[src/rtl/tmds_pkg.sv]
// tmds_pkg: shared TMDS word width, control tokens, alignment states and token detection
package tmds_pkg;
  localparam int TMDS_WORD_W = 10;
  localparam logic [TMDS_WORD_W-1:0] TOK_CTRL0 = 10'h354;
  localparam logic [TMDS_WORD_W-1:0] TOK_CTRL1 = 10'h0AB;
  localparam logic [TMDS_WORD_W-1:0] TOK_CTRL2 = 10'h154;
  localparam logic [TMDS_WORD_W-1:0] TOK_CTRL3 = 10'h2AB;

  typedef enum logic [1:0] {SEARCH, CONFIRM, LOCKED} align_state_t;

  function automatic logic is_ctrl_token(input logic [TMDS_WORD_W-1:0] w);
    return w == TOK_CTRL0 || w == TOK_CTRL1 || w == TOK_CTRL2 || w == TOK_CTRL3;
  endfunction
endpackage

[src/rtl/tmds_lane_align.sv]
// tmds_lane_align: one lane's bit history, boundary search FSM and slip; TMDS_ALIGN_ERRCNT_EN adds a loss-of-lock counter
module tmds_lane_align
  import tmds_pkg::*;
#(
  parameter int SEARCH_WINDOW = 1024,
  parameter int LOCK_COUNT    = 8
) (
  input  logic                   clk_125MHz,
  input  logic                   rst_n,
  input  logic [1:0]             d,
  input  logic                   strobe,
  output logic [TMDS_WORD_W-1:0] word,
  output logic                   locked,
  output logic [3:0]             slip
`ifdef TMDS_ALIGN_ERRCNT_EN
  ,
  output logic [7:0]             lol_cnt
`endif
);
  localparam int MISS_W = $clog2(SEARCH_WINDOW + 1);
  localparam int HIT_W  = $clog2(LOCK_COUNT + 1);

  logic [19:0] hist, hist_n;
  logic [TMDS_WORD_W-1:0] cand;
  logic tok, lol;
  logic [3:0] slip_n, slip_adv;
  logic [MISS_W-1:0] miss, miss_n;
  logic [HIT_W-1:0] hit, hit_n;
  align_state_t state, state_n;

  assign hist_n   = {d, hist[19:2]};
  assign cand     = hist_n[slip +: TMDS_WORD_W];
  assign tok      = is_ctrl_token(cand);
  assign slip_adv = slip == 4'd9 ? 4'd0 : slip + 4'd1;
  assign locked   = state == LOCKED;

  // next-state: FSM and counters only move on strobe cycles
  always_comb begin
    state_n = state;
    miss_n  = miss;
    hit_n   = hit;
    slip_n  = slip;
    lol     = 1'b0;
    if (strobe)
      case (state)
        SEARCH:
          if (tok) begin
            state_n = CONFIRM;
            hit_n   = HIT_W'(1);
            miss_n  = '0;
          end else if (miss == MISS_W'(SEARCH_WINDOW - 1)) begin
            slip_n = slip_adv;
            miss_n = '0;
          end else
            miss_n = miss + MISS_W'(1);
        CONFIRM:
          if (!tok) begin
            state_n = SEARCH;
            slip_n  = slip_adv;
            miss_n  = '0;
            hit_n   = '0;
          end else if (hit == HIT_W'(LOCK_COUNT - 1)) begin
            state_n = LOCKED;
            miss_n  = '0;
            hit_n   = '0;
          end else
            hit_n = hit + HIT_W'(1);
        LOCKED:
          if (tok)
            miss_n = '0;
          else if (miss == MISS_W'(SEARCH_WINDOW - 1)) begin
            state_n = SEARCH;
            slip_n  = slip_adv;
            miss_n  = '0;
            lol     = 1'b1;
          end else
            miss_n = miss + MISS_W'(1);
        default: state_n = SEARCH;
      endcase
  end

  // state registers; word is captured from the current slip on every strobe
  always_ff @(posedge clk_125MHz or negedge rst_n)
    if (!rst_n) begin
      hist  <= '0;
      state <= SEARCH;
      miss  <= '0;
      hit   <= '0;
      slip  <= '0;
      word  <= '0;
    end else begin
      hist  <= hist_n;
      state <= state_n;
      miss  <= miss_n;
      hit   <= hit_n;
      slip  <= slip_n;
      if (strobe) word <= cand;
    end

`ifdef TMDS_ALIGN_ERRCNT_EN
  // saturating count of LOCKED to SEARCH drops
  always_ff @(posedge clk_125MHz or negedge rst_n)
    if (!rst_n) lol_cnt <= '0;
    else if (lol && lol_cnt != 8'hFF) lol_cnt <= lol_cnt + 8'd1;
`else
  logic unused_lol;
  assign unused_lol = lol;
`endif
endmodule

[src/rtl/tmds_lane_aligner.sv]
// tmds_lane_aligner: TMDS receive front end, polarity fix, 10-bit gearbox and per-lane symbol alignment; TMDS_ALIGN_ERRCNT_EN adds lol_cnt_o
module tmds_lane_aligner
  import tmds_pkg::*;
#(
  parameter int                   NUM_LANES     = 3,
  parameter logic [NUM_LANES-1:0] INV_MASK      = '0,
  parameter int                   SEARCH_WINDOW = 1024,
  parameter int                   LOCK_COUNT    = 8
) (
  input  logic                               clk_125MHz,
  input  logic                               rst_n,
  input  logic [2*NUM_LANES-1:0]             ddr_i,
  output logic [TMDS_WORD_W*NUM_LANES-1:0]   word_o,
  output logic                               valid_o,
  output logic [NUM_LANES-1:0]               locked_o,
  output logic                               all_locked_o,
  output logic [4*NUM_LANES-1:0]             slip_o
`ifdef TMDS_ALIGN_ERRCNT_EN
  ,
  output logic [8*NUM_LANES-1:0]             lol_cnt_o
`endif
);
  logic [2:0] phase;
  logic strobe;

  assign strobe       = phase == 3'd4;
  assign all_locked_o = &locked_o;

  // shared 0..4 phase counter; valid_o follows each strobe by one cycle
  always_ff @(posedge clk_125MHz or negedge rst_n)
    if (!rst_n) begin
      phase   <= '0;
      valid_o <= 1'b0;
    end else begin
      phase   <= strobe ? 3'd0 : phase + 3'd1;
      valid_o <= strobe;
    end

  for (genvar i = 0; i < NUM_LANES; i++) begin : g_lane
    tmds_lane_align #(
      .SEARCH_WINDOW(SEARCH_WINDOW),
      .LOCK_COUNT   (LOCK_COUNT)
    ) u_lane (
      .clk_125MHz(clk_125MHz),
      .rst_n     (rst_n),
      .d         (ddr_i[2*i +: 2] ^ {2{INV_MASK[i]}}),
      .strobe    (strobe),
      .word      (word_o[TMDS_WORD_W*i +: TMDS_WORD_W]),
      .locked    (locked_o[i]),
      .slip      (slip_o[4*i +: 4])
`ifdef TMDS_ALIGN_ERRCNT_EN
      ,
      .lol_cnt   (lol_cnt_o[8*i +: 8])
`endif
    );
  end
endmodule

[config.mk]
export PLATFORM = sky130hd
export DESIGN_NAME = tmds_lane_aligner
export DESIGN_NICKNAME = d
export VERILOG_FILES = /design/src/rtl/tmds_pkg.sv /design/src/rtl/tmds_lane_align.sv /design/src/rtl/tmds_lane_aligner.sv
export SDC_FILE = /design/constraint.sdc
export NUM_CORES = 1
export LEC_CHECK = 0
export ABC_AREA = 1
export CAP_MARGIN = 10
export CORE_MARGIN = 3
export CORE_UTILIZATION = 46
export CTS_CLUSTER_DIAMETER = 100
export DETAILED_ROUTE_END_ITERATION = 8
export PLACE_DENSITY = 0.74
export REMOVE_ABC_BUFFERS = 1
export SYNTH_ARGS = -nofsm -noshare
export SYNTH_HDL_FRONTEND = slang
export SYNTH_HIERARCHICAL = 1
export SYNTH_SLANG_ARGS = --single-unit
[constraint.sdc]
create_clock -name clk_125MHz -period 5.6 [get_ports clk_125MHz]
set_input_delay 1.12 -clock clk_125MHz [delete_from_list [all_inputs] [get_ports clk_125MHz]]
set_output_delay 1.12 -clock clk_125MHz [all_outputs]
set_load 0.02 [all_outputs]
==> After elaboration in Yosys (flattened, before gate mapping) <==
Cells that the tools add are included.
{ "classes": {"add_sub_neg": 10, "n_eq_ne": 49, "n_shift": 3, "muxes": 61, "n_reduce_logical": 34} }
{ "op_table": {"columns": ["operator", "count"], "rows": [
  ["11-bit 2-to-1 mux", 12],
  ["4-bit 2-to-1 mux", 21],
  ["11-bit one-hot mux with 2 select lines", 3],
  ["10-bit == test (second input constant)", 6],
  ["20-bit by 5-bit variable part select with 10-bit output", 3],
  ["4-bit one-hot mux with 2 select lines", 6],
  ["11-bit by 1-bit adder with 11-bit output (second input constant)", 3],
  ["11-bit by 10-bit == test with 1-bit output (second input constant)", 3],
  ["10-bit by 8-bit == test with 1-bit output (second input constant)", 3],
  ["10-bit by 9-bit == test with 1-bit output (second input constant)", 3],
  ["2-bit 2-to-1 mux", 15],
  ["5-bit AND reduction", 6],
  ["4-bit by 1-bit adder with 4-bit output (second input constant)", 6],
  ["2-bit != test (second input constant)", 12],
  ["3-bit AND reduction", 7],
  ["2-bit one-hot mux with 3 select lines", 3],
  ["4-bit by 3-bit == test with 1-bit output (second input constant)", 3],
  ["4-bit == test (second input constant)", 3],
  ["2-bit by 1-bit != test with 1-bit output (second input constant)", 6],
  ["2-bit nonzero test", 6],
  ["1-bit logical OR", 9],
  ["3-bit != test (second input constant)", 3],
  ["2-bit by 1-bit == test with 1-bit output (second input constant)", 3],
  ["2-bit == test (second input constant)", 3],
  ["5 further kinds", 9]
]} }
{ "word_totals": {"ff_bits": 157, "inputBits": 8, "out_inout_bits": 47, "elab_cells": 177} }

==> Depth between registers and ports, before layout <==
Gate-level depths: netlist (run 1).
{ "logic_depth": {"ltp_word": 7, "ltp_mapped": 20, "mapped_depth_nobuf": 18} }

==> Cells and area by module <==
The synthesis (run 1) kept the hierarchy.
{ "modules_own_cells": {"columns": ["mod", "instances", "cells_per_inst", "area_each_um2", "seq_area_each_um2"], "rows": [
  ["tmds_lane_align at g_lane[2].u_lane", 1, 441, 3221.8, 1226.2],
  ["tmds_lane_align at g_lane[0].u_lane", 1, 414, 3188.1, 1226.2],
  ["tmds_lane_align at g_lane[1].u_lane", 1, 406, 2915.3, 1226.2],
  ["tmds_lane_aligner", 1, 16, 175.2, 100.1]
]} }

==> Worst setup path after synthesis (run 1) <==
OpenSTA, ideal clock, no wires.
{ "synth_path": {"path_kind": "input -> register", "from": "in ddr_i[5]", "to": "reg g_lane[2].u_lane.miss[8]", "setup_time_ns": 0.119, "arrival_ns": 2.306, "t_required_ns": 5.481, "path_slack_ns": 3.175, "stages": 14, "path_buffers": 0, "path_cell_list": "nand2_1 > nand3_2 > nand3_1 > nand2_1 > a21oi_4 > nand2_1 > nor2_1 > nand2_2 > nand2_4 > nand3_4 > nand2_8 > inv_6 > nand2_2 > o21ai_2"} }
{ "synth_via": {"elab_chain_len": 7, "elab_cells_between_ends": 13, "cone_classes": "5 x eq/ne; 1 x shift; 3 x mux; 4 x reduce/logical"} }
{ "synth_rtl": {"columns": ["item", "line", "source"], "rows": [
  ["from (decl)", "tmds_lane_aligner.sv:12", "input logic [2*NUM_LANES-1:0] ddr_i,"],
  ["20-bit by 5-bit variable part select with 10-bit output (*)", "tmds_lane_align.sv:32", "assign cand = hist_n[slip +: TMDS_WORD_W];"],
  ["10-bit == test / 10-bit by 8-bit == test with 1-bit output (equally long branches)", "tmds_pkg.sv:12", "return w == TOK_CTRL0 || w == TOK_CTRL1 || w == TOK_CTRL2 || w == TOK_CTRL3;"],
  ["1-bit logical OR (2 in series)", "tmds_pkg.sv:12", null],
  ["1-bit logical OR (*)", "tmds_pkg.sv:12", null],
  ["3-bit != test (no line), or another cell as far along", null, null],
  ["3-bit AND reduction (no line) / 11-bit one-hot mux with 2 select lines (equally long branches)", null, null],
  ["to (signal assigned)", "tmds_lane_align.sv:94", "miss <= miss_n;"],
  ["to (decl)", "tmds_lane_align.sv:27", "logic [MISS_W-1:0] miss, miss_n;"]
]} }
Mark *: on every way between the ends. The rest lies on a longest branch, timed or not.
A chain may end at the register's enable or synchronous reset.

==> Final worst setup path (run 1) <==
{ "layout_path": {"from": "reg g_lane[2].u_lane.state[0]", "to": "out all_locked_o"} }
{ "layout_via": {"elab_chain_len": 2} }
{ "layout_rtl": {"columns": ["item", "line", "source"], "rows": [
  ["from (decl)", "tmds_lane_align.sv:29", "align_state_t state, state_n;"],
  ["from (signal assigned)", "tmds_lane_align.sv:93", "state <= state_n;"],
  ["2-bit == test", "tmds_lane_align.sv:35", "assign locked = state == LOCKED;"],
  ["3-bit AND reduction", "tmds_lane_aligner.sv:27", "assign all_locked_o = &locked_o;"],
  ["to (decl)", "tmds_lane_aligner.sv:16", "output logic all_locked_o,"]
]} }
Every way passes these cells.

==> out/qor.csv, run 1 <==
stage;metric;value;unit
clock_network;cts_max_path_buffers;2;
yosys;yosys.area.top_type;dfrtp_1;
die;start_util;47.9;%
clock_network;clock_latency;420;ps
setup_path;crit_chain;nor2_1 -> and3_1 -> clkdlybuf4s50_1;
clock_network;cts_resized;0;
setup_path;slowest_delay;610;ps
yosys;synth-edff-count;0;
setup_path;startpoint_type;register;
global_routing;gr-max-usage-layer;met2;
placement;place_area;0.0100;mm2
timing;hold_viol;0;
cells_and_area;area_growth_syn_to_layout;11.7;%
drt;postRouteAntennaNets;0;
timing;finalClockSkew;10.2;ps
setup_path;critPathBufInv;1;
clock_network;cts_setup_buffers;0;
setup_path;critPathKind;reg2out;
setup_path;required;4480;ps
cells_and_area;fin_util;53.5;%
yosys;yosysWarnings;6;
clock_network;cts_tree;done;
yosys;synthArstFlopShare;100;%
clock_network;path_clk_slew;60;ps
flow_run;drv_cap;0;
placement;pre_cts_ws;2290;ps
die;ioPinCount;55;
pwr;peakVddDrop;258;uV
clock_network;cts-root-buf;clkbuf_16;
timing;timing.final.crit_period;3340;ps
setup_path;cpMaxStageDelayCell;clkdlybuf4s50_1;
global_routing;grt_util_met2;31.4;%
yosys;avgSynthCellArea;7.44;um2
placement;gp_congestion;0.896;
global_routing;met1_usage;27.6;%
clock_network;hold_buffers;0;
global_routing;antenna_found_initial;0;
die;core_area;0.0198;mm2
drt;wl_per_cell;13.2;um
global_routing;grt_max_degree;68;
global_routing;track_usage;19.4;%
cells_and_area;diodes;0;
setup_path;path_delay_family;simple AND/OR/NAND/NOR gates;
outcome;status;finished clean;
clock_network;clkSinkCount;151;
global_routing;first_global_vias;7713;
timing;fmax;300;MHz
global_routing;grt_pass1_wl;36.3;mm
setup_path;cp-end-kind;output port;
timing;rsz0062_at_grt;no;
clock_network;cts_made_buffers;17;
timing;fin_setup_tns;0;ps
placement;dp_hpwl;15.1;mm
clock_network;h-tree-depth;4;
timing;worst-slew-pin-transition;955;ps
drt;wl;21.0;mm
timing;slew_violations;0;
timing;setup_viol;0;
setup_path;path_max_fanout;8;
die;die_h;150;um
yosys;synth_top_cell_area_share;39.8;%
cells_and_area;drive_above_1_share;13.0;%
drt;drt-initial-drc-count;620;
timing;slew_headroom;36.4;%
yosys;synth_cell_types;42;
cells_and_area;final_cell_area;0.0106;mm2
timing;hold_slack;389;ps
placement;numPortBuffers;54;
pwr;total_power;5.67;mW
die;die-width;150;um
drt;drt_first_pass_iters;5;
drt;drcViolationCount;0;
cells_and_area;stdcell_count;1585;
pwr;p_per_area;534;mW/mm2
yosys;synth_area_leaders;dfrtp_1 (40%), nand2_1 (15%), nand3_1 (14%);
hold_path;hp-class;reg2reg;
die;dieArea;0.0224;mm2
cells_and_area;nets;1325;
placement;post-place-cells;1555;
yosys;synth_ff_type;dfrtp_1;
global_routing;grt_overflow;0;
timing;fin_ws;2260;ps
yosys;synth.cell_area;0.00950;mm2
drt;vias_per_cell;5.27;
yosys;syn_inst;1277;
setup_path;cp.arrival;2220;ps
die;rows;51;
yosys;ys_seq_elements;151;
pwr;leakage;5.05;nW
drt;via_count;8351;
yosys;yosysSeqAreaShare;39.8;%
global_routing;grt_use_met3;3.54;%
timing;final.period_utilization;59.6;%
layer usage:
layer,part of all wire [%],wire (um)
met3,3.6,751
met4,0.77,161
met5,0,0
met1,49,10200
met2,47,9830
kinds of logic (layout without fill, tap and decap cells):
logic type               after synthesis  in the layout  synth area share [%]
AND/OR/NAND/NOR                      836            836                  41.8
flip-flops                           151            151                  39.8
buffers and inverters                147            190                  7.92
AO/OA/AOI/OAI                        106            106                  6.80
XOR/XNOR                              29             29                  2.67
adder cells (fa/ha/maj)                8              8                  1.05
area by class of cell:
class / instances / area, um2
clock buffer: 19 / 443
clock inverter: 11 / 126
fill: 1828 / 9230
inverter: 104 / 405
multi-input combinational: 979 / 4970
sequential: 151 / 3780
tap: 265 / 332
timing repair buffer: 56 / 557
synth_stat cells, drive strengths merged (6+ instances only):
master  count
clkbuf      6
nand4       8
a31oi       8
inv       101
or2         6
xnor2       7
nor3       16
nand3     285
ha          8
dfrtp     151
nor2       92
buf        37
o21ai      77
xor2       22
a21oi      18
nand2     424
worst paths after layout:
path	from	end	cells past startpoint	slack (ps)
setup reg to reg	g_lane[1].u_lane/slip[1]$_DFFE_PN0P_	g_lane[1].u_lane/miss[5]$_DFFE_PN0P_	14	2420
max in group asynchronous	rst_n	g_lane[0].u_lane/miss[6]$_DFFE_PN0P_	2	3850
min in group asynchronous	rst_n	g_lane[2].u_lane/word[3]$_DFFE_PN0P_	1	700
hold reg to reg	g_lane[0].u_lane/hist[5]$_DFF_PN0_	g_lane[0].u_lane/hist[3]$_DFF_PN0_	0	390
hold / removal	g_lane[0].u_lane/hist[5]$_DFF_PN0_	g_lane[0].u_lane/hist[3]$_DFF_PN0_	0	390
setup / recovery	g_lane[2].u_lane/state[0]$_DFFE_PN0P_	all_locked_o	3	2260
registers in the layout, summed over array words and instances (netlist names):
| name | cells |
|---|---|
| phase | 3 |
| g_lane.u_lane/hist | 54 |
| g_lane.u_lane/hit | 12 |
| g_lane.u_lane/slip | 12 |
| g_lane.u_lane/miss | 33 |
| valid_o | 1 |
| g_lane.u_lane/state | 6 |
| g_lane.u_lane/word | 30 |
power breakdown:
| group | total, mW | internal [mW] | switching [mW] |
|---|---|---|---|
| registers | 1.72 | 1.35 | 0.370 |
| clock network | 1.12 | 0.664 | 0.452 |
| logic | 2.83 | 1.01 | 1.82 |
| total | 5.67 | 3.02 | 2.65 |
cell usage in the layout, fill, tap and decap left out, types with 4 or more instances in the layout:
| master | n |
|---|---|
| a21oi_1 | 10 |
| dfrtp_1 | 151 |
| nand3_2 | 21 |
| nand2_1 | 373 |
| inv_2 | 20 |
| nor2_2 | 6 |
| a31oi_1 | 8 |
| nand2_2 | 41 |
| nor3_1 | 13 |
| clkinvlp_4 | 4 |
| xor2_1 | 22 |
| inv_1 | 78 |
| clkbuf_16 | 17 |
| ha_1 | 8 |
| o21ai_2 | 14 |
| xnor2_1 | 7 |
| o21ai_0 | 48 |
| nand2_4 | 9 |
| or2_2 | 6 |
| clkdlybuf4s50_1 | 53 |
| nand3_1 | 261 |
| o21ai_1 | 15 |
| inv_6 | 5 |
| a21oi_2 | 6 |
| nand4_1 | 8 |
| nor2_1 | 82 |
Power figures use the tool's default switching activity.
==> run 2: changes to the inputs <==
clock period = 3.3 ns   (was 5.6 ns; I/O delays follow)
==> out/qor.csv, run 2 (synthesis results as in run 1) <==
stage;metric;value;unit;change
timing;hold_viol;0;;unchanged
timing;fmax;349;MHz;
die;start_util;47.9;%;unchanged
pwr;p_switching;4.51;mW;was 2.65 mW
drt;drt_first_pass_iters;5;;unchanged
cells_and_area;nets;1333;;was 1325
setup_path;slowest_delay;610;ps;about the same
placement;numPortBuffers;54;;unchanged
timing;rsz0062_at_grt;no;;unchanged
pwr;power_frac_seq;28.1;%;was 30.4%
pwr;power_switching_share;46.8;%;was 46.7%
timing;timing.final.crit_period;2860;ps;
drt;wl_per_cell;13.2;um;about the same
cells_and_area;reg.largest.list;g_lane.u_lane/hist (54), g_lane.u_lane/miss (33), g_lane.u_lane/word (30);;unchanged
setup_path;reg2regPathDepth;14;;unchanged
cells_and_area;area_growth_syn_to_layout;12.3;%;was 11.7%
clock_network;clkSinkCount;151;;unchanged
timing;worst-slew-pin-transition;710;ps;was 955 ps
hold_path;hp-class;in2async;;was reg2reg
global_routing;grt_max_degree;79;;was 68
timing;final.period_utilization;86.8;%;
clock_network;h-tree-depth;4;;unchanged
timing;slew_violations;0;;unchanged
cells_and_area;largest_register_ffs;54;;unchanged
timing;hold_slack;156;ps;was 389 ps
cells_and_area;register_area;0.00378;mm2;unchanged
drt;vias_per_cell;5.27;;about the same
setup_path;cpMaxStageDelayCell;clkdlybuf4s50_1;;unchanged
cells_and_area;fin_util;53.8;%;was 53.5%
clock_network;hold_buffers;0;;unchanged
flow_run;drv_cap;0;;unchanged
die;dieArea;0.0224;mm2;unchanged
placement;gp_congestion;0.897;;was 0.896
pwr;leakage;5.09;nW;was 5.05 nW
cells_and_area;nFillCells;1837;;was 1828
outcome;status;finished clean;;unchanged
die;rows;51;;unchanged
pwr;intPower;5.13;mW;was 3.02 mW
setup_path;critPathBufInv;1;;unchanged
clock_network;cts_made_buffers;17;;unchanged
global_routing;grt_overflow;0;;unchanged
global_routing;track_usage;19.8;%;was 19.4%
setup_path;startpoint_type;register;;unchanged
cells_and_area;final_cell_mix;nand2_1 (373), nand3_1 (261), dfrtp_1 (151), nor2_1 (82), inv_1 (78);;unchanged
global_routing;grt_pass1_wl;36.9;mm;was 36.3 mm
drt;postRouteAntennaNets;0;;unchanged
setup_path;critPathKind;reg2out;;unchanged
cells_and_area;multi_input_area;0.00497;mm2;unchanged
setup_path;r2r-end;g_lane[1].u_lane/miss[0]$_DFFE_PN0P_;;was g_lane[1].u_lane/miss[5]$_DFFE_PN0P_
cells_and_area;top_register;g_lane.u_lane/hist;;unchanged
drt;drcViolationCount;0;;unchanged
global_routing;antenna_found_initial;0;;unchanged
setup_path;reg2reg_slack;630;ps;was 2420 ps
drt;via_count;8395;;was 8351
die;die_h;150;um;unchanged
pwr;peakVddDrop;487;uV;was 258 uV
clock_network;cts_max_path_buffers;2;;unchanged
die;die-width;150;um;unchanged
setup_path;required;2640;ps;was 4480 ps
pwr;power_frac_comb;52.7;%;was 49.9%
setup_path;path_max_fanout;8;;unchanged
pwr;p_per_area;903;mW/mm2;was 534 mW/mm2
setup_path;crit_chain;nor2_1 -> and3_1 -> clkdlybuf4s50_1;;unchanged
pwr;p_clk_share;19.2;%;was 19.7%
clock_network;clock_latency;420;ps;about the same
drt;drt-initial-drc-count;665;;was 620
drt;wl;21.0;mm;about the same
clock_network;cts_tree;done;;unchanged
clock_network;cts_resized;0;;unchanged
timing;setup_viol;0;;unchanged
cells_and_area;layout_commonest_cell;nand2_1;;unchanged
setup_path;path_delay_family;simple AND/OR/NAND/NOR gates;;unchanged
placement;dp_hpwl;15.1;mm;about the same
die;core_area;0.0198;mm2;unchanged
cells_and_area;drive_above_1_share;13.5;%;was 13.0%
setup_path;reg2reg_from;g_lane[1].u_lane/slip[3]$_DFFE_PN0P_;;was g_lane[1].u_lane/slip[1]$_DFFE_PN0P_
die;ioPinCount;55;;unchanged
timing;slew_headroom;52.6;%;was 36.4%
clock_network;cts-root-buf;clkbuf_16;;unchanged
setup_path;cp-end-kind;output port;;unchanged
global_routing;first_global_vias;8000;;was 7713
clock_network;cts_setup_buffers;0;;unchanged
clock_network;path_clk_slew;70;ps;was 60 ps
setup_path;cp.arrival;2200;ps;was 2220 ps
cells_and_area;diodes;0;;unchanged
timing;finalClockSkew;8.86;ps;was 10.2 ps
timing;fin_setup_tns;0;ps;unchanged
-- run 2: final cells by class --
type                    count  share of cell area (%)
repair buffers             64                    5.90
clock inverters            10                   0.903
flip-flops and latches    151                    35.4
well taps                 265                    3.11
multi-input cells         979                    46.6
inverters                 104                    3.80
clock buffers              21                    4.31
-- run 2: metal layers --
| layer | routed length [um] | vias up | track usage (%) |
|---|---|---|---|
| met3 | 848 | 21 | 3.63 |
| met5 | 0 | - | 0 |
| met2 | 9780 | 191 | 32.2 |
| met4 | 248 | 0 | 5.31 |
| met1 | 10200 | 3902 | 27.3 |
| li1 | - | 4281 | - |
-- run 2: worst max-delay path by stage --
stage                                           from                              endpoint  slack, ps  depth (start not counted)
2_1_floorplan   g_lane[2].u_lane/slip[1]$_DFFE_PN0P_  g_lane[2].u_lane/miss[8]$_DFFE_PN0P_        660                         15
3_3_place_gp                                ddr_i[0]  g_lane[0].u_lane/miss[4]$_DFFE_PN0P_        530                         14
3_5_place_dp                                ddr_i[2]  g_lane[1].u_lane/miss[7]$_DFFE_PN0P_        470                         15
4_1_cts        g_lane[2].u_lane/state[0]$_DFFE_PN0P_                          all_locked_o        450                          3
5_1_grt         g_lane[1].u_lane/slip[3]$_DFFE_PN0P_  g_lane[1].u_lane/miss[0]$_DFFE_PN0P_        250                         14
6_report       g_lane[2].u_lane/state[0]$_DFFE_PN0P_                          all_locked_o        440                          3
-- run 2: power groups by stage --
stage / logic [mW] / clock network (mW) / registers [mW]
floorplan: 3.18 / 0 / 3.08
global placement: 4.95 / 0 / 2.73
detailed placement: 5.02 / 0 / 2.74
CTS: 5.07 / 1.89 / 2.71
global route: 5.75 / 1.97 / 2.77
finish: 5.08 / 1.85 / 2.71
-- run 2: worst register-to-register path: cells and delay by family, from the launching register on --
| kind | cells | cell delay (ps) |
|---|---|---|
| AOI/OAI and AO/OA | 2 | 160 |
| buffers and inverters | 2 | 350 |
| DFF | 1 | 480 |
| and+or+nand+nor | 10 | 1600 |
-- run 2: through the flow --
step	worst slack, ps	cells	cell area (um2)	total power [mW]
3_5_place_dp	470	1563	10100	7.76
6_report	437	1594	10700	9.64
3_3_place_gp	535	1563	10100	7.68
4_1_cts	448	1594	10700	9.67
5_1_grt	245	1594	10700	10.5
2_1_floorplan	664	1234	9150	6.26
